## src/rtl/shared_reg_arbiter.sv

```systemverilog
// rtl/shared_reg_arbiter.sv - NREQ-way arbiter for one shared register; define SHARED_REG_ARBITER_RR_EN for round-robin
module shared_reg_arbiter #(
    parameter int NREQ  = 4,
    parameter int WIDTH = 8
) (
    input  logic                  clk,
    input  logic                  reset,
    input  logic [NREQ-1:0]       req,
    input  logic [NREQ*WIDTH-1:0] wdata,
    output logic [NREQ-1:0]       gnt,
    output logic [NREQ-1:0]       ack,
    output logic [WIDTH-1:0]      q,
    output logic                  busy,
    output logic [7:0]            wr_count
);

    localparam int IW = (NREQ > 1) ? $clog2(NREQ) : 1;

    typedef enum logic [1:0] {
        IDLE,
        GRANT,
        DONE
    } state_t;

    state_t           state;
    logic [IW-1:0]    winner;
    logic [IW-1:0]    sel_idx;
    logic             sel_found;
    logic [WIDTH-1:0] slice [NREQ];

    always_comb begin
        for (int i = 0; i < NREQ; i++) begin
            slice[i] = wdata[i*WIDTH +: WIDTH];
        end
    end

`ifdef SHARED_REG_ARBITER_RR_EN
    logic [IW-1:0] ptr;
    logic [IW:0]   cand;

    // Search starts at ptr and wraps; cand is one bit wider so ptr+k never overflows before the wrap.
    always_comb begin
        sel_found = 1'b0;
        sel_idx   = '0;
        cand      = '0;
        for (int k = 0; k < NREQ; k++) begin
            cand = {1'b0, ptr} + (IW+1)'(k);
            if (cand >= (IW+1)'(NREQ)) begin
                cand = cand - (IW+1)'(NREQ);
            end
            if (!sel_found && req[cand[IW-1:0]]) begin
                sel_found = 1'b1;
                sel_idx   = cand[IW-1:0];
            end
        end
    end
`else
    always_comb begin
        sel_found = |req;
        sel_idx   = '0;
        for (int k = NREQ - 1; k >= 0; k--) begin
            if (req[k]) begin
                sel_idx = IW'(k);
            end
        end
    end
`endif

    assign busy = (state != IDLE);

    always_ff @(posedge clk) begin
        if (reset) begin
            state    <= IDLE;
            winner   <= '0;
            gnt      <= '0;
            ack      <= '0;
            q        <= '0;
            wr_count <= '0;
`ifdef SHARED_REG_ARBITER_RR_EN
            ptr      <= '0;
`endif
        end else begin
            case (state)
                IDLE: begin
                    ack <= '0;
                    if (sel_found) begin
                        winner <= sel_idx;
                        gnt    <= NREQ'(1) << sel_idx;
                        state  <= GRANT;
                    end else begin
                        gnt <= '0;
                    end
                end
                GRANT: begin
                    gnt <= '0;
                    // Only the latched winner's request matters; other requesters cannot disturb it.
                    if (req[winner]) begin
                        q        <= slice[winner];
                        ack      <= NREQ'(1) << winner;
                        wr_count <= wr_count + 8'd1;
`ifdef SHARED_REG_ARBITER_RR_EN
                        ptr      <= (winner == IW'(NREQ - 1)) ? '0 : winner + IW'(1);
`endif
                        state    <= DONE;
                    end else begin
                        ack   <= '0;
                        state <= IDLE;
                    end
                end
                DONE: begin
                    gnt   <= '0;
                    ack   <= '0;
                    state <= IDLE;
                end
                default: begin
                    gnt   <= '0;
                    ack   <= '0;
                    state <= IDLE;
                end
            endcase
        end
    end

endmodule

```

## config.mk

```make
export PLATFORM = sky130hd
export DESIGN_NAME = shared_reg_arbiter
export DESIGN_NICKNAME = d
export VERILOG_FILES = /design/src/rtl/shared_reg_arbiter.sv
export SDC_FILE = /design/constraint.sdc
export NUM_CORES = 1
export LEC_CHECK = 0
export ABC_AREA = 1
export CAP_MARGIN = 15
export CELL_PAD_IN_SITES_DETAIL_PLACEMENT = 1
export CELL_PAD_IN_SITES_GLOBAL_PLACEMENT = 2
export CORE_MARGIN = 2
export CORE_UTILIZATION = 22
export DETAILED_ROUTE_END_ITERATION = 7
export PLACE_DENSITY = 0.87
export SLEW_MARGIN = 20
export SYNTH_ARGS = -nofsm -noshare
export SYNTH_HDL_FRONTEND = slang
export SYNTH_SLANG_ARGS = --single-unit
```

## constraint.sdc

```tcl
create_clock -name clk -period 1.9 [get_ports clk]
set_input_delay 0.285 -clock clk [delete_from_list [all_inputs] [get_ports clk]]
set_output_delay 0.285 -clock clk [all_outputs]
set_load 0.02 [all_outputs]
```

==> flow_summary.toml <==
[worst_setup_path]
worstPathRequired_ps = 1620
worstSetupStartpointType = "register"
crit_type = "register to output port"
crit_chain = "nor2_1 > inv_1 > clkdlybuf4s50_1"
worstPathMaxFanout = 3
crit_path_end_kind = "output port"
r2r_start = "winner[1]$_SDFFE_PP0P_"
crit_slowest_cell = "clkdlybuf4s50_1"
slowest_delay_ps = 540
cp_data_arrival_time_ps = 1380
r2r_end = "q[7]$_SDFFE_PP0P_"
reg2reg_depth = 7
rrSetupSlack_ps = 330
startpoint = "state[0]$_SDFFE_PP0P_"

[cells_and_area]
area_delta_synth_final_pct = 53.5
finalNetCount = 322
antenna_cells = 0
final_common_cell = "clkdlybuf4s50_1"
fill_cells = 823
fin_area_mm2 = 0.00219
drive_above_1_share_pct = 5.32
final_cell_mix = "62 x clkdlybuf4s50_1, 57 x nand2_1, 50 x nor2_1"

[sta]
hold_ws_ps = 504
tightestPinTransition_ps = 336
final.setup.tns_ps = 0
fmaxAchievable_mhz = 599
setup_viol = 0
timing.final.crit_share_pct = 87.9
fin_crit_ps = 1670
clock_skew_ps = 2.06
relSlewSlack_pct = 77.6
setup_slack_ps = 230
rsz0062_at_grt = "no"
finalHoldViolations = 0
slew_viol_final = 0

[min_path]
hold_depth = 2
min_path_type = "register to register"
hold-path-endpoint = "wr_count[7]$_SDFFE_PP0P_"
hp-start = "wr_count[7]$_SDFFE_PP0P_"

[clock_network]
cts_hold_buffers = 0
cts_buffer_depth = 2
clk_latency_ps = 270
cts_buffers = 3
cts_tree = "built"
cts_setup_buffers = 0
clockRootBuffer = "clkbuf_8"
clk_pin_slew_worst_paths_ps = 100
cts.htree.levels = 1
clock-sinks = 28
ctsResizeCount = 0

[floorplanning]
die_y_um = 84.5
io_pins = 63
die_w_um = 84.5
die-area_mm2 = 0.00713
core-area_mm2 = 0.00631
rows = 29
initial_core_util_pct = 22.6

[global_routing]
globalRouteOverflowTotal = 0
grt_pass1_wl_um = 7360
grt_pass1_vias = 1584
antenna_found_initial = 0
grt_max_degree = 23
grt_usage_pct = 12.6

[drt]
via_count = 1583
wl_per_cell_um = 12.3
avgViaCountPerCell = 4.41
wl_um = 4420
antenna_left = 0
drc_errors = 0
firstDrtPassIters = 4
first_iter_violations = 42

[synthesis]
synth_cells = 218
syn-num-nets = 257
synth.area.top_cells = "dfxtp_1 39%, nand2_1 15%, nor2_1 13%"
synth.distinct_cells = 23
synth_largest_area_cell = "dfxtp_1"
syn_avg_cell_area_um2 = 6.53
syn_area_mm2 = 0.00142
synth_warnings = 0
ys_ff_latch = 28
ys_seq_area_share_pct = 39.4
synth.top_cell.area_share_pct = 39.4

[placed_design]
placed_area_mm2 = 0.00213
dpl_worst_slack_ps = 174
dp_hpwl_um = 3500
numPortBuffers = 62
gp_congestion = 0.726

[pwr]
finalPower_uw = 1390
leakage_uw = 0.000880
p_per_area_mw_per_mm2 = 636
irDropWorstVdd_mv = 0.268

[run]
max_cap_violations = 0

[run_status]
outcome = "complete, no violations"
critical path, delay by kind of cell, from the launching register on:
| family | cells | cell delay (ps) |
|---|---|---|
| buf+inv | 2 | 610 |
| flops | 1 | 320 |
| simple gates | 1 | 190 |
per-layer routing:
metal	vias up	track usage [%]	routed length (µm)
met1	744	15.6	2010
li1	808	-	-
met4	0	3.46	23
met2	29	22.6	2240
met3	2	1.97	143
met5	-	0	0
stage by stage:
step | util [%] | cells
6_report | 34.6 | 359
5_1_grt | 34.6 | 359
4_1_cts | 34.6 | 359
3_5_place_dp | 33.7 | 355
3_3_place_gp | 33.7 | 355
2_1_floorplan | - | 218
cells in the mapped netlist:
library cell   n
ha_1           1
nand4_1        1
nor2_4         1
inv_1         22
nand3_1        5
nand3_2        1
nand2_2        1
nand3b_1       2
o22ai_1        8
clkinv_1       1
xor2_1         2
o21a_1         1
clkbuf_1       2
buf_2          2
nor2_2         1
a21oi_1       10
buf_4          2
buf_6          2
dfxtp_1       28
o21ai_0       17
nor2_1        50
nand2_1       57
nand3_4        1
kinds of logic (layout without fill, tap and decap cells):
family / after synthesis / after routing / share of synthesized area (%)
DFF: 28 / 28 / 39.4
buffers and inverters: 31 / 95 / 9.93
AOI/OAI and AO/OA: 36 / 36 / 13.5
and+or+nand+nor: 120 / 120 / 35.1
xor gates and xnor gates: 2 / 2 / 1.23
adders and majority gates: 1 / 1 / 0.879
sequential cells by signal (all words and copies together) (netlist names):
register	cells
ack	4
gnt	4
winner	2
q	8
wr_count	8
state	2
where the power goes:
group	total, µW	switching [µW]	leakage [µW]	internal, µW
combinational	381	200	0.000623	181
sequential	638	19.7	0.000228	619
clock	371	185	0.0000288	185
how the worst max path moves through the flow:
stage	end	slack, ps	cells after the start
2_1_floorplan	wr_count[6]$_SDFFE_PP0P_	610	8
4_1_cts	busy	200	3
6_report	busy	230	3
5_1_grt	wr_count[5]$_SDFFE_PP0P_	110	6
3_5_place_dp	q[7]$_SDFFE_PP0P_	170	8
3_3_place_gp	q[2]$_SDFFE_PP0P_	240	8
layout make-up:
cell class | instances | area [µm²] | area share [%]
Clock buffer | 4 | 55.1 | 2.52
Inverter | 23 | 86.3 | 3.95
Multi-Input combinational cell | 159 | 722 | 33.0
Sequential cell | 28 | 561 | 25.6
Tap cell | 77 | 96.3 | 4.41
Timing Repair Buffer | 68 | 666 | 30.5
No activity file was read; power rests on OpenSTA's default activity.
